==> src/rtl/fir_l3_pkg.sv <==
// Shared types and the rescale helper for the L3 FIR output serializer.
// Samples are signed Q-format values reduced to the system sample width.
package fir_l3_pkg;

  localparam int DIN_W     = 64;
  localparam int DOUT_W    = 16;
  localparam int SHIFT_DEF = 30;

  typedef logic signed [DOUT_W-1:0] smp_t;
  typedef smp_t [0:2] blk_t;

  typedef struct packed {
    logic sat;
    smp_t smp;
  } rs_t;

  localparam logic signed [DIN_W:0] MAXV =
    {{(DIN_W-DOUT_W+2){1'b0}}, {(DOUT_W-1){1'b1}}};
  localparam logic signed [DIN_W:0] MINV = ~MAXV;

  // One guard bit above the input keeps the rounding add from wrapping.
  function automatic rs_t round_sat(
    input logic signed [DIN_W-1:0] y,
    input int                      shift
  );
    logic signed [DIN_W:0] rnd;
    logic signed [DIN_W:0] w;
    rs_t r;
    rnd = {{DIN_W{1'b0}}, 1'b1} << (shift - 1);
    w = ($signed({y[DIN_W-1], y}) + rnd) >>> shift;
    r.sat = 1'b0;
    r.smp = w[DOUT_W-1:0];
    if (w > MAXV) begin
      r.sat = 1'b1;
      r.smp = MAXV[DOUT_W-1:0];
    end else if (w < MINV) begin
      r.sat = 1'b1;
      r.smp = MINV[DOUT_W-1:0];
    end
    return r;
  endfunction

endpackage

==> src/rtl/fir_l3_serializer_fifo.sv <==
// Block FIFO holding scaled 3-sample blocks; count kept beside the pointers.
// A push while full is dropped here unless a pop frees the slot the same cycle.
module fir_blk_fifo
  import fir_l3_pkg::*;
#(
  parameter int DEPTH = 4
) (
  input  logic                       clk,
  input  logic                       reset_n,
  input  logic                       push,
  input  logic                       pop,
  input  blk_t                       din,
  output blk_t                       head,
  output logic [$clog2(DEPTH):0]     count,
  output logic                       full,
  output logic                       empty
);

  localparam int AW = $clog2(DEPTH);

  blk_t          mem [DEPTH];
  logic [AW-1:0] wr_ptr;
  logic [AW-1:0] rd_ptr;
  logic          do_push;
  logic          do_pop;

  assign full    = (count == (AW+1)'(DEPTH));
  assign empty   = (count == '0);
  assign do_pop  = pop & ~empty;
  assign do_push = push & (~full | do_pop);
  assign head    = mem[rd_ptr];

  always_ff @(posedge clk) begin
    if (do_push) mem[wr_ptr] <= din;
  end

  always_ff @(posedge clk or negedge reset_n) begin
    if (!reset_n) begin
      wr_ptr <= '0;
      rd_ptr <= '0;
      count  <= '0;
    end else begin
      if (do_push) wr_ptr <= wr_ptr + 1'b1;
      if (do_pop)  rd_ptr <= rd_ptr + 1'b1;
      unique case ({do_push, do_pop})
        2'b10:   count <= count + 1'b1;
        2'b01:   count <= count - 1'b1;
        default: count <= count;
      endcase
    end
  end

endmodule

==> src/rtl/fir_l3_serializer.sv <==
// Captures L3 FIR output blocks, rescales them with rounding/saturation,
// buffers them and streams one sample per valid/ready transfer.
module fir_l3_serializer
  import fir_l3_pkg::*;
#(
  parameter int DATA_IN_WIDTH  = DIN_W,
  parameter int DATA_OUT_WIDTH = DOUT_W,
  parameter int SHIFT          = SHIFT_DEF,
  parameter int FIFO_DEPTH     = 4
) (
  input  logic                             clk,
  input  logic                             reset_n,
  input  logic                             blk_valid_i,
  input  logic [DATA_IN_WIDTH-1:0]         y0_i,
  input  logic [DATA_IN_WIDTH-1:0]         y1_i,
  input  logic [DATA_IN_WIDTH-1:0]         y2_i,
  output logic                             out_valid_o,
  input  logic                             out_ready_i,
  output logic [DATA_OUT_WIDTH-1:0]        out_data_o,
  output logic [$clog2(FIFO_DEPTH):0]      fifo_count_o,
  output logic                             overflow_o,
  output logic                             sat_o
);

  localparam logic [1:0] PH0 = 2'd0;
  localparam logic [1:0] PH1 = 2'd1;
  localparam logic [1:0] PH2 = 2'd2;

  rs_t        r0, r1, r2;
  blk_t       scaled;
  blk_t       stage_blk;
  blk_t       head;
  logic       stage_valid;
  logic [1:0] phase;
  logic       xfer;
  logic       pop;
  logic       full;
  logic       empty;

  always_comb begin
    r0 = round_sat(y0_i, SHIFT);
    r1 = round_sat(y1_i, SHIFT);
    r2 = round_sat(y2_i, SHIFT);
    scaled = {r0.smp, r1.smp, r2.smp};
  end

  assign out_valid_o = ~empty;
  assign xfer        = out_valid_o & out_ready_i;
  assign pop         = xfer & (phase == PH2);

  fir_blk_fifo #(
    .DEPTH (FIFO_DEPTH)
  ) u_fifo (
    .clk     (clk),
    .reset_n (reset_n),
    .push    (stage_valid),
    .pop     (pop),
    .din     (stage_blk),
    .head    (head),
    .count   (fifo_count_o),
    .full    (full),
    .empty   (empty)
  );

  always_ff @(posedge clk or negedge reset_n) begin
    if (!reset_n) begin
      stage_valid <= 1'b0;
      stage_blk   <= '0;
      sat_o       <= 1'b0;
      phase       <= PH0;
      overflow_o  <= 1'b0;
    end else begin
      stage_valid <= blk_valid_i;
      stage_blk   <= scaled;
      sat_o       <= blk_valid_i & (r0.sat | r1.sat | r2.sat);
      if (xfer) phase <= (phase == PH2) ? PH0 : phase + 1'b1;
      if (stage_valid & full & ~pop) overflow_o <= 1'b1;
    end
  end

  always_comb begin
    out_data_o = '0;
    if (out_valid_o) begin
      unique case (1'b1)
        phase == PH0: out_data_o = head[0];
        phase == PH1: out_data_o = head[1];
        phase == PH2: out_data_o = head[2];
        default:      out_data_o = '0;
      endcase
    end
  end

endmodule

==> config.mk <==
export PLATFORM = sky130hd
export DESIGN_NAME = fir_l3_serializer
export DESIGN_NICKNAME = d
export VERILOG_FILES = /design/src/rtl/fir_l3_pkg.sv /design/src/rtl/fir_l3_serializer_fifo.sv /design/src/rtl/fir_l3_serializer.sv
export SDC_FILE = /design/constraint.sdc
export NUM_CORES = 1
export LEC_CHECK = 0
export ABC_CLOCK_PERIOD_IN_PS = 4100
export CAP_MARGIN = 20
export CORE_MARGIN = 4
export CORE_UTILIZATION = 53
export CTS_CLUSTER_DIAMETER = 50
export DETAILED_ROUTE_END_ITERATION = 12
export PLACE_DENSITY = 0.8
export RECOVER_POWER = 25
export SETUP_SLACK_MARGIN = 0.4
export SYNTH_ARGS = -nofsm -noshare
export SYNTH_HDL_FRONTEND = slang
export SYNTH_SLANG_ARGS = --single-unit
==> constraint.sdc <==
create_clock -name clk -period 4.1 [get_ports clk]
set_clock_uncertainty 0.15 [all_clocks]
set_input_delay 1.23 -clock clk [delete_from_list [all_inputs] [get_ports clk]]
set_output_delay 1.23 -clock clk [all_outputs]
set_load 0.005 [all_outputs]
Word-level counts from Yosys, hierarchy flattened
Memory sizes are Yosys's and may differ from the RTL's.
Index checks and enable logic that the tools add are counted.

word-level totals
  output and inout bits = 22
  bits in writable memories = 192
  logic and storage cells = 58
  register bits after elaboration = 60
  input bits = 196
  memories = 1

memory list
  name        depth  bits a word  rd ports  clocked after memory_dff  write ports  RTL line                      source
  u_fifo.mem  4      48           1         0                         1            fir_l3_serializer_fifo.sv:21  blk_t mem [DEPTH];

cells by class
  mux-type cells = 12
  reduce and logical (&&, ||, !) cells = 3
  add/sub/neg operators = 8
  magnitude comparators = 6
  bitwise logic cells = 13
  equality and inequality tests = 5

operators with widths
  operator                  number
  $add A64 B31 Y65 const B  3
  $gt A35 B16 Y1 const B    3
  $lt A35 B16 Y1 const B    3
  $mux W17                  6
  $pmux W16 S3              1
  $mux W16                  1
  $and A1 B1 Y1             7
  $add A2 B1 Y2 const B     3
  $pmux W3 S2               1
  $eq A2 B1 Y1 const B      2
  $eq A2 B2 Y1 const B      2
  $add A3 B1 Y3 const B     1
  $eq A3 B3 Y1 const B      1
  $logic_not A3 Y1          1
  $not A1 Y1                3
  $or A1 B1 Y1              3
  $sub A3 B1 Y3 const B     1
  $logic_not A2 Y1          1
  $mux W1                   2
  $mux W2                   1
  $reduce_bool A2 Y1        1

Longest topological paths before layout
  depth after elaboration = 9
  depth in mapped cells = 12
  depth with buffers taken out = 12

By module
From an unflattened synthesis, not the netlist that was laid out.

unflattened totals
  cell total of the unflattened synthesis = 910
  area, all modules = 12171.7 um2

by module, submodules not included
  module             cells an instance  sequential area each (um2)  instances  area each (um2)
  fir_blk_fifo       299                5940.7                      1          7438.4
  fir_l3_serializer  611                1326.3                      1          4733.3

Worst setup path before layout
OpenSTA, ideal clock, no wires.

  kind = input to register
  from = in y0_i[29]
  to = reg stage_blk[38] (netlist bit)
  arrival time = 3.682 ns
  library setup time = 0.134 ns
  data required time = 3.816 ns
  buffers on the path = 1
  setup slack = 0.133 ns
  stages = 10
  cells stage by stage = ha_1 nand4_1 nor4_4 or4b_1 o21ai_1 a31oi_1 or4_4 o31ai_4 buf_6 o21ai_0

RTL lines
  item                  RTL line                 source
  start, declared       fir_l3_serializer.sv:14  input logic [DATA_IN_WIDTH-1:0] y0_i,
  end signal, assigned  fir_l3_serializer.sv:74  stage_blk <= scaled;
  end, declared         fir_l3_serializer.sv:31  blk_t stage_blk;

Worst setup path after layout
  from = reg u_fifo.rd_ptr[0]
  to = out out_data_o[14]

between the ends
  word-level cells in the longest chain between the ends = 3

RTL lines
  item                    RTL line                      source
  start, declared         fir_l3_serializer_fifo.sv:23  logic [AW-1:0] rd_ptr;
  start signal, assigned  fir_l3_serializer_fifo.sv:44  if (do_pop) rd_ptr <= rd_ptr + 1'b1;
  $mem_v2 Z4 W48          n/a
  $pmux W16 S3            fir_l3_serializer.sv:84       unique case (1'b1)
  $mux W16                fir_l3_serializer.sv:83       if (out_valid_o) begin
  end, declared           fir_l3_serializer.sv:19       output logic [DATA_OUT_WIDTH-1:0] out_data_o,

No other way between the ends.

==> run_results.csv <==
group,metric,value,unit
clock_network,ctsHoldBuffers,0,
floorplanning,io_pins,218,
yosys,synth_fp_nets,1122,
power_and_ir_drop,powerDensity,520,mW/mm^2
critical_path,critical_path_arrival,2.55,ns
clock_network,clkSlewWorstSetupHoldPaths,0.07,ns
detailed_routing,num_vias,9986,
critical_path,crit_path_max_incr_delay,0.55,ns
sta,slew_headroom,62.0,%
yosys,synth_edf_count,192,
floorplanning,fp-row-count,55,
floorplanning,chipWidth,160,um
min_path,min_from,"overflow_o",
yosys,yosys_warnings,0,
min_path,min_path_type,"register to register",
floorplanning,die-area,0.0256,sq mm
yosys,yosysSeqAreaShare,59.4,%
critical_path,critPathKind,"register to output port",
yosys,ys_ff_latch,252,
detailed_routing,drc,0,
sta,tightest_slew,0.570,ns
yosys,synth_top_area_cell,"edfxtp_1",
critical_path,cp.required,2.72,ns
global_routing,overflow,0,
global_routing,grt_antenna_before_repair,0,
cells_and_area,final_common_cell,"buf_4",
critical_path,path_cells,"buf_12 -> buf_8 -> buf_12 -> mux4_2 -> mux2i_4 -> nor2_2 -> a21oi_2 -> nor2_1 -> buf_2",
clock_network,cts_tree,"built",
sta,setup_viol,0,
place,portBuffers,130,
critical_path,critPathMostFrequentCell,"buf_12",
power_and_ir_drop,p_leak,6.69,nW
global_routing,track_usage,28.4,%
clock_network,cts-root-buf,"clkbuf_16",
sta,fin_setup_tns,0,ns
global_routing,first_global_vias,10016,
sta,timing.hold.ws,0.319,ns
detailed_routing,ant_nets,0,
clock_network,insertion_delay,0.51,ns
global_routing,grt_pass1_wl,56900,um
cells_and_area,layout_common_cells,"buf_4 (230), edfxtp_1 (192), nor2_1 (62), clkdlybuf4s50_1 (62), dfrtp_1 (58)",
critical_path,ff2ff_path_depth,13,
min_path,holdPathStages,1,
detailed_routing,post_drt_wl_per_cell,23.8,um
cells_and_area,nNetsFinal,1526,
floorplanning,die_y,160,um
clock_network,cts_sinks,252,
sta,hold_viol,0,
yosys,syn_avg_cell_area,13.3,sq um
yosys,synth_ff_type,"edfxtp_1",
clock_network,clockBufferDepth,3,
clock_network,htreeDepth,1,
cells_and_area,seqCellArea,0.00727,sq mm
detailed_routing,via_per_inst,6.15,
yosys,synth_cells,917,
critical_path,crit-reg2reg-launch,"u_fifo.count[0]",
sta,fmax,254,MHz
clock_network,cts_buffers,23,
global_routing,grt_start_max_net_pins,49,
yosys,ys_top_cells_by_area,"edfxtp_1 (47%), dfrtp_1 (12%), mux4_2 (8.8%)",
min_path,hold_end,"overflow_o",
critical_path,crit_fanout,7,
detailed_routing,first_iter_violations,747,
yosys,synth_area,0.0122,sq mm
power_and_ir_drop,peakVddDrop,0.000416,V
run_status,status,"finished clean",
sta,rsz0062_at_grt,"true",
place,postPlaceCellArea,0.0155,sq mm
sta,period_needed,3.93,ns
critical_path,worstSetupStartpointType,"register",
place,hpwl,22700,um
run,drv_cap,0,
yosys,netlist.area_leader.share,47.1,%
sta,finalCritPeriodShare,95.9,%
yosys,synthArstFlopShare,23.8,%
floorplanning,coreArea,0.0226,sq mm
cells_and_area,fin_area,0.0174,sq mm
cells_and_area,multi_input_area,0.00533,sq mm
critical_path,cp-end-kind,"output port",
critical_path,cp_slowest_cell,"mux4_2",
critical_path,ff2ff_setup_slack,1.11,ns
cells_and_area,syn_to_final_growth,42.5,%
floorplanning,start_util,54.0,%
cells_and_area,layout-drive-gt1-share,37.0,%
yosys,ys_types,71,
detailed_routing,routed_wl,38600,um
detailed_routing,drt_pass1_iterations,5,
critical_path,r2r_end,"u_fifo.count[2]",
cells_and_area,antenna_cells,0,
sta,slew_viol_final,0,
place,gp_congestion,0.916,
cells_and_area,n_fill_cell,1300,
[cell families (layout without fill, tap and decap cells)]
group	Yosys count	after routing	share of synthesized area (%)
compound gates	146	146	7.58
mux	70	70	10.6
fa+ha+maj	9	9	0.982
xor+xnor	67	67	4.80
buf+inv	50	471	1.62
flops	252	252	59.4
simple gates	323	323	15.0
[report_power, final]
group / leakage (nW) / internal, mW / switching (mW)
registers: 2.42 / 3.27 / 0.210
logic: 3.93 / 1.82 / 1.79
clock network: 0.332 / 1.07 / 0.914
[sequential cells by signal, indices dropped and copies added, names as in the netlist]
| register | count |
|---|---|
| phase | 2 |
| stage_blk | 48 |
| stage_valid | 1 |
| u_fifo.count | 3 |
| overflow_o | 1 |
| u_fifo.mem | 192 |
| sat_o | 1 |
| u_fifo.wr_ptr | 2 |
| u_fifo.rd_ptr | 2 |
[repair_timing]
| item | CTS | global route |
|---|---|---|
| gates resized for setup | 216 | 105 |
| setup buffers | 36 | 15 |
| pin swaps | 43 | 66 |
| endpoints found under the hold margin | 0 | 0 |
| cloned | 6 | 2 |
| setup endpoints to repair | 62 | 62 |
[worst max path at each step]
| stage | start | endpoint | slack (ns) |
|---|---|---|---|
| after floorplan | y0_i[29] | stage_blk[38] | 0.23 |
| after global placement | y2_i[32] | stage_blk[7] | -0.41 |
| after detailed placement | y2_i[37] | stage_blk[10] | -0.46 |
| after CTS | u_fifo.rd_ptr[0] | out_data_o[8] | 0.21 |
| after global routing | u_fifo.rd_ptr[0] | out_data_o[12] | 0.15 |
| final | u_fifo.rd_ptr[0] | out_data_o[14] | 0.17 |
[cell type report]
type,count,area share [%]
clock buffers,35,3.62
clock inverters,7,0.244
inverters,22,0.474
multi-input cells,615,30.6
flip-flops and latches,252,41.7
well taps,285,2.05
repair buffers,407,21.4
[routing by layer]
layer | up-vias | GRT usage, % | routed length, um
met5 | - | 0 | 0
met4 | 0 | 9.89 | 1750
met1 | 4918 | 35.9 | 14100
met2 | 526 | 51.4 | 20000
met3 | 109 | 2.84 | 2760
li1 | 4433 | - | -
[cell usage after synthesis (4+ instances only)]
library cell    n
xnor2_1        37
nand4_2         4
or3_1           7
mux2i_1        22
o211ai_1        4
nor4_1         12
o21ai_0        47
clkbuf_1       23
a31oi_1         7
nand3_1        43
nor2b_1         6
nand2_1        40
or2_2           5
a211oi_1        4
nand2b_1        4
nand4b_1        4
and3_1         27
and4_1          9
o31ai_1         5
edfxtp_1      192
and2_1          7
xor2_1         30
nor3_1         21
nor3b_1         5
nor2_1         67
a21oi_1        38
inv_1          22
dfrtp_1        60
mux4_2         48
nand4_1        42
ha_1            8
[critical path: cells and delay by family, from the launching register on]
family          cells  cell delay [ns]
simple gates        2             0.12
compound gates      1             0.15
buf+inv             4             0.50
mux                 2             0.78
flops               1             0.46
[stage by stage]
step / cells / total power, mW / utilization [%] / setup WS, ns
after floorplan: 917 / 4.96 / - / 0.227
after global placement: 1522 / 6.18 / 68.5 / -0.407
after detailed placement: 1522 / 6.31 / 68.5 / -0.455
after CTS: 1606 / 8.81 / 75.1 / 0.211
after global routing: 1623 / 9.44 / 77.0 / 0.153
final: 1623 / 9.07 / 77.0 / 0.167
No activity file was read; power rests on OpenSTA's default activity.
